### src/rtl/mux8_rr_scheduler.sv
// Round-robin scheduler sharing one 8:1 DW-bit mux: select, settle, capture, valid/ready out.
// Optional MUX8_SCHED_LOCK_EN adds a `lock` input that keeps the pointer on the accepted channel.
module mux8_rr_scheduler #(
  parameter int unsigned DW            = 8,
  parameter int unsigned SETTLE_CYCLES = 1
) (
  input  logic          clk,
  input  logic          rst_n,
  input  logic [7:0]    req,
  input  logic [DW-1:0] mux_o,
  input  logic          out_ready,
`ifdef MUX8_SCHED_LOCK_EN
  input  logic          lock,
`endif
  output logic [2:0]    s,
  output logic [7:0]    grant,
  output logic [DW-1:0] out_data,
  output logic          out_valid
);

  localparam int unsigned NCH = 8;
  localparam int unsigned SW  = 3;
  localparam int unsigned CW  = 4;

  typedef enum logic [1:0] {
    ST_IDLE   = 2'd0,
    ST_SETTLE = 2'd1,
    ST_HOLD   = 2'd2
  } state_t;

  state_t          r_state;
  logic [SW-1:0]   r_ptr;
  logic [SW-1:0]   r_s;
  logic [NCH-1:0]  r_grant;
  logic [CW-1:0]   r_cnt;
  logic [DW-1:0]   r_data;
  logic            r_valid;

  logic            w_found;
  logic [SW-1:0]   w_idx;
  logic [SW-1:0]   w_cand;
  logic [SW-1:0]   w_ptr_next;

  // First requesting channel at or after the pointer, wrapping mod 8.
  always_comb begin
    w_found = 1'b0;
    w_idx   = r_ptr;
    w_cand  = r_ptr;
    for (int unsigned k = 0; k < NCH; k++) begin
      w_cand = r_ptr + SW'(k);
      if (!w_found && req[w_cand]) begin
        w_found = 1'b1;
        w_idx   = w_cand;
      end
    end
  end

  // r_s still holds the granted index while in HOLD.
`ifdef MUX8_SCHED_LOCK_EN
  assign w_ptr_next = lock ? r_s : r_s + SW'(1);
`else
  assign w_ptr_next = r_s + SW'(1);
`endif

  always_ff @(posedge clk or negedge rst_n) begin
    if (!rst_n) begin
      r_state <= ST_IDLE;
      r_ptr   <= '0;
      r_s     <= '0;
      r_grant <= '0;
      r_cnt   <= '0;
      r_data  <= '0;
      r_valid <= 1'b0;
    end else begin
      case (r_state)
        ST_IDLE: begin
          if (w_found) begin
            r_s     <= w_idx;
            r_grant <= NCH'(1) << w_idx;
            r_cnt   <= CW'(SETTLE_CYCLES - 1);
            r_state <= ST_SETTLE;
          end
        end
        ST_SETTLE: begin
          if (r_cnt != '0) begin
            r_cnt <= r_cnt - CW'(1);
          end else begin
            r_data  <= mux_o;
            r_valid <= 1'b1;
            r_state <= ST_HOLD;
          end
        end
        ST_HOLD: begin
          if (out_ready) begin
            r_valid <= 1'b0;
            r_grant <= '0;
            r_ptr   <= w_ptr_next;
            r_state <= ST_IDLE;
          end
        end
        default: begin
          r_state <= ST_IDLE;
          r_grant <= '0;
          r_valid <= 1'b0;
        end
      endcase
    end
  end

  assign s         = r_s;
  assign grant     = r_grant;
  assign out_data  = r_data;
  assign out_valid = r_valid;

endmodule

### config.mk
export PLATFORM = sky130hd
export DESIGN_NAME = mux8_rr_scheduler
export DESIGN_NICKNAME = d
export VERILOG_FILES = /design/src/rtl/mux8_rr_scheduler.sv
export SDC_FILE = /design/constraint.sdc
export NUM_CORES = 1
export LEC_CHECK = 0
export ABC_AREA = 1
export CORE_MARGIN = 1.5
export CORE_UTILIZATION = 45
export CTS_CLUSTER_DIAMETER = 30
export DETAILED_ROUTE_END_ITERATION = 16
export GPL_TIMING_DRIVEN = 1
export HOLD_SLACK_MARGIN = 0.1
export PLACE_DENSITY = 0.76
export REMOVE_ABC_BUFFERS = 1
export SYNTH_ARGS = -nofsm -noshare
export SYNTH_HDL_FRONTEND = slang
export SYNTH_SLANG_ARGS = --single-unit
### constraint.sdc
create_clock -name clk -period 5.4 [get_ports clk]
set_clock_uncertainty 0.2 [all_clocks]
set_input_delay 0.54 -clock clk [delete_from_list [all_inputs] [get_ports clk]]
set_output_delay 0.54 -clock clk [all_outputs]
set_load 0.005 [all_outputs]
Word level (Yosys, flattened, before mapping)

Cells that the tools add are included.
W data, S select, Z words.

Flip-flop bits (word level): 29
Input port bits: 19
Output and inout bits: 20
Word-level logic and storage cells: 102

Add/sub/neg operators: 9
Order comparisons: 8
Equal/unequal tests: 6
Shift-type cells: 1
Multiplexer cells: 44
Bitwise operators: 3
Reduce and logical (&&, ||, !) cells: 24

Operators with widths:

| cell                  | count |
|---|---|
| $lt A3 B4 Y1 const B  | 8 |
| $bmux W1 S3           | 8 |
| $pmux W8 S3           | 1 |
| $mux W3               | 7 |
| $mux W1               | 18 |
| $mux W8               | 2 |
| $add A3 B3 Y3 const B | 4 |
| $reduce_and A3 Y1     | 4 |
| $mux W4               | 2 |
| $ne A2 B2 Y1 const B  | 4 |
| $pmux W4 S2           | 1 |
| $shl A1 B3 Y8 const A | 1 |
| $logic_and A1 B1 Y1   | 7 |
| $logic_not A1 Y1      | 7 |
| $add A3 B1 Y3 const B | 2 |
| $add A3 B2 Y3 const B | 2 |
| $mux W2               | 3 |
| $pmux W2 S3           | 1 |
| $reduce_and A2 Y1     | 3 |
| $reduce_bool A4 Y1    | 1 |
| $sub A4 B1 Y4 const B | 1 |
| $not A1 Y1            | 3 |
| $pmux W1 S3           | 1 |
| $eq A2 B1 Y1 const B  | 1 |
| other kinds (3)       | 3 |

Longest topological paths before layout

Depth in word-level cells: 27
Depth in mapped cells: 20
Mapped depth without buffers: 19

Worst setup path after synthesis

No wires, ideal clock.

Path kind: register to register
Start: reg r_ptr[0]
End: reg r_grant[4] (netlist: grant[4])
Arrival time: 2.283 ns
Data required time: 5.124 ns
Setup slack: 2.841 ns
Stages on the path, launching flop included: 17
Clock period less this slack: 2.559 ns
Cell sequence: dfrtp_1 > inv_2 > buf_6 > ha_1 > inv_2 > nand3_1 > nand3_1 > nand2_2 > nor2_2 > nand4_4 > nor2_4 > nand2_1 > o21ai_4 > inv_4 > nor2_8 > nand2_1 > o21ai_1

Cells in the longest elaborated chain, start to end: 27

Ends and longest elaborated chain:

| element                                                | RTL line | source |
|---|---|---|
| start: declaration                                     | 32       | `logic [SW-1:0] r_ptr;` |
| start signal: assignment                               | 97       | `r_ptr <= w_ptr_next;` |
| branches (longest 27 deep; another with $add A3 B1 Y3) | --       |  |
| end signal: assignment                                 | 79       | `r_grant <= NCH'(1) << w_idx;` |
| end: declaration                                       | 34       | `logic [NCH-1:0] r_grant;` |

Several ways; the timed one is not identified. The select of a mux whose other input is x is not followed.
A chain may end at the register's enable or synchronous reset.

Worst setup path after layout

Ends and elaborated chain as after synthesis.

==> summary.md <==
| Metric | Value |
|---|---|
| Overflow left after global routing | `0` |
| Rel. slew slack | `between 60% and 70%` |
| Worst-Margin Slew | `around 0.59 ns` |
| Wire length per cell | `12.78 um` |
| Leak | `~1.2 nW` |
| Setup bufs post-CTS | `0` |
| Drt total wl | `4704 um` |
| First-pass detailed-route iteration total | `5` |
| Leading area contributor after synthesis | `dfrtp_1` |
| Cts hold-fix bufs | `0` |
| CP max stage cell | `dfrtp_1` |
| Via Count | `1966` |
| Clk pin slew, worst setup/hold paths | `approximately 0.06 ns` |
| Total negative slack | `0 ns` |
| Hold Crit Class | `reg -> reg` |
| RSZ-0062 raised after global routing | `no` |
| Critical path arrival | `about 3.1 ns` |
| Peak VDD IR | `a little under 0.5 mV` |
| FFs w/ async S/R, synth | `100.0%` |
| Yosys cell types | `34` |
| GP Congestion | `between 0.9 and 1` |
| WS Path Type | `reg -> reg` |
| First-pass GRT wire length | `around 8100 um` |
| Syn_area_per_cell | `between 7 and 8 um^2` |
| Clock sinks | `29` |
| Clock tree buffer depth | `2` |
| Die height | `approximately 70 um` |
| Synth top area cells | `dfrtp_1 36%, nand2_1 18%, nand3_1 11%, mux2_2 4.5%, inv_1 3.5%` |
| Largest net degree at the start of global routing | `30` |
| Share of cells above drive strength 1 | `approximately 13%` |
| CP endpoint kind | `flip-flop` |
| Root buffer cell | `clkbuf_8` |
| Die area | `between 4000 and 5000 um^2` |
| Gr usage total | `slightly above 20%` |
| Die span in x | `~70 um` |
| Minimum clock period | `3.134 ns` |
| DRC | `0` |
| Layout area overhead | `25.15%` |
| CORE AREA | `~4300 um^2` |
| DRT iter0 DRCs | `104` |
| CP max FO | `13` |
| Max_cap viols | `0` |
| Synth top area share | `a little over a third` |
| Main flop type after synthesis | `dfrtp_1` |
| Pwr dens | `763.3 nW/um^2` |
| Initial antenna violation count | `0` |
| Post-CTS sizing | `0` |
| #FFs+latches synth | `29` |
| Drt via density | `around 5.3` |
| CP peak stage delay | `approximately 0.59 ns` |
| ANT cells | `0` |
| Remaining antenna violation count | `0` |
| Sequential area share after synthesis | `around 36%` |
| I/O pin cnt | `39` |
| Synthesis Warnings | `0` |
| Cts bufs inserted | `5` |
| Max Freq | `about 320 MHz` |
| Hpwl dp | `~3700 um` |
| Depth of the CTS H-tree | `2` |
| Final cell utilization of the core | `approximately 58%` |
| Worst skew pair latency | `0.28 ns` |
| Worst Setup Start Kind | `flip-flop` |
| Final hold vios | `0` |
| Post-synthesis cell area | `between 2000 and 2500 um^2` |
| Row count | `24` |
| Crit path cell chain | `inv_2, ha_1, inv_2, nand3_1, nand3_1, nand2_2, nor2_2, nand4_4, nor2_4, nand2_1, o21ai_4, inv_4, nor2_8, nand2_1, o21ai_1` |
| Status | `complete, no violations` |
| Final Max Tran Viols | `0` |
| Starting Density | `around 47%` |
| Final setup vio count | `0` |
| Number of flops mapped to enable cells by yosys | `0` |
| Required @ worst endpoint | `roughly 5.4 ns` |
| CTS tree | `built` |
| Number of global-route vias before repair | `about 1800` |
| Cell count after synthesis | `between 200 and 300` |
| Final Cycle Share | `approximately three fifths` |
| Port Buffers | `38` |
| Nets | `approximately 340` |
-- where the power goes --
| group | internal [W] | switching (W) | leakage [nW] |
|---|---|---|---|
| Sequential | 0.000309 | 0.0000832 | 0.365 |
| Clock | 0.000101 | 0.0000761 | 0.0443 |
| Combinational | 0.000497 | 0.000864 | 0.816 |
| Total | 0.000906 | 0.00102 | 1.22 |
-- worst max-delay path, delay by kind of cell (launching register included) --
kind | cells | cell delay, ns
buf+inv | 3 | 0.46
simple gates | 9 | 1.04
fa+ha+maj | 1 | 0.44
compound gates | 2 | 0.32
flops | 1 | 0.59
-- cell usage in the layout (no fill, tap or decap), drive strengths merged --
master,instances
o21bai,1
clkbuf,7
mux2,8
a21oi,5
nand4,4
inv,24
nor3,1
nor2,16
xor2,3
xnor2,2
clkdlybuf4s50,38
nand3b,1
dfrtp,29
buf,1
mux2i,1
o31ai,1
clkinv,1
a31oi,1
nand3,50
ha,4
o21ai,14
nand2,104
-- cells by family (layout without fill, tap and decap cells) --
logic type / count (synthesis) / after routing / share of synthesized area (%)
AO/OA/AOI/OAI: 22 / 22 / 6.506
XOR/XNOR: 5 / 5 / 2.541
adder cells (fa/ha/maj): 4 / 4 / 2.478
buffers and inverters: 29 / 71 / 6.319
flip-flops: 29 / 29 / 35.94
multiplexers: 9 / 9 / 4.957
AND/OR/NAND/NOR: 176 / 176 / 41.26
-- flip-flops by register name, summed over array words and instances, names as in the netlist --
name,flops
r_ptr,3
out_valid,1
r_state,2
s,3
r_cnt,4
out_data,8
grant,8
-- synth_stat cells, types with 2 or more instances --
| library cell | n |
|---|---|
| a21oi_1 | 5 |
| nand3_1 | 46 |
| inv_1 | 19 |
| nand2_2 | 8 |
| nand2_1 | 96 |
| ha_1 | 4 |
| nor2_4 | 2 |
| nand4_1 | 2 |
| xor2_1 | 3 |
| nand3_2 | 4 |
| nor2_1 | 12 |
| dfrtp_1 | 29 |
| mux2_2 | 8 |
| o21ai_1 | 6 |
| buf_4 | 2 |
| o21ai_0 | 7 |
| inv_2 | 4 |
-- path summary, 6_finish.rpt --
| check | slack, ns | start | to | cells past startpoint |
|---|---|---|---|---|
| max | 2.27 | r_ptr[0] | grant[4] | 15 |
| max in group asynchronous | 4.28 | rst_n | grant[3] | 2 |
| min | 0.28 | grant[2] | grant[2] | 2 |
| min reg2reg | 0.28 | grant[2] | grant[2] | 2 |
| max reg2reg | 2.27 | r_ptr[0] | grant[4] | 15 |
| min in group asynchronous | 0.44 | rst_n | out_data[3] | 2 |
-- per-layer routing --
layer	GRT usage (%)	vias to the layer above	wire, um
li1	-	981	-
met1	27.12	900	2109
met2	33.23	74	2181
met3	3.752	11	322
met4	8.547	0	90
met5	0	-	0
-- cell type report --
class | count | area [um^2]
Clock buffer | 7 | 86.33
Multi-Input combinational cell | 216 | 1166
Fill cell | 404 | 1797
Inverter | 25 | 96.34
Sequential cell | 29 | 725.7
Tap cell | 52 | 65.06
Timing Repair Buffer | 39 | 387.9
-- per-stage QoR --
step                      power, W  setup slack, ns  hold slack [ns]  instances  cell area (um^2)
after detailed placement  0.001745            2.318           0.2673        361              2441
final                     0.001929            2.266           0.2791        368              2527
after global routing      0.002137            2.010           0.3128        368              2527
after CTS                 0.001930            2.294           0.2842        368              2527
after global placement    0.001725            2.389           0.2667        361              2441
after floorplan           0.001382            2.721          0.04441        270              1988
Power figures use the tool's default switching activity.
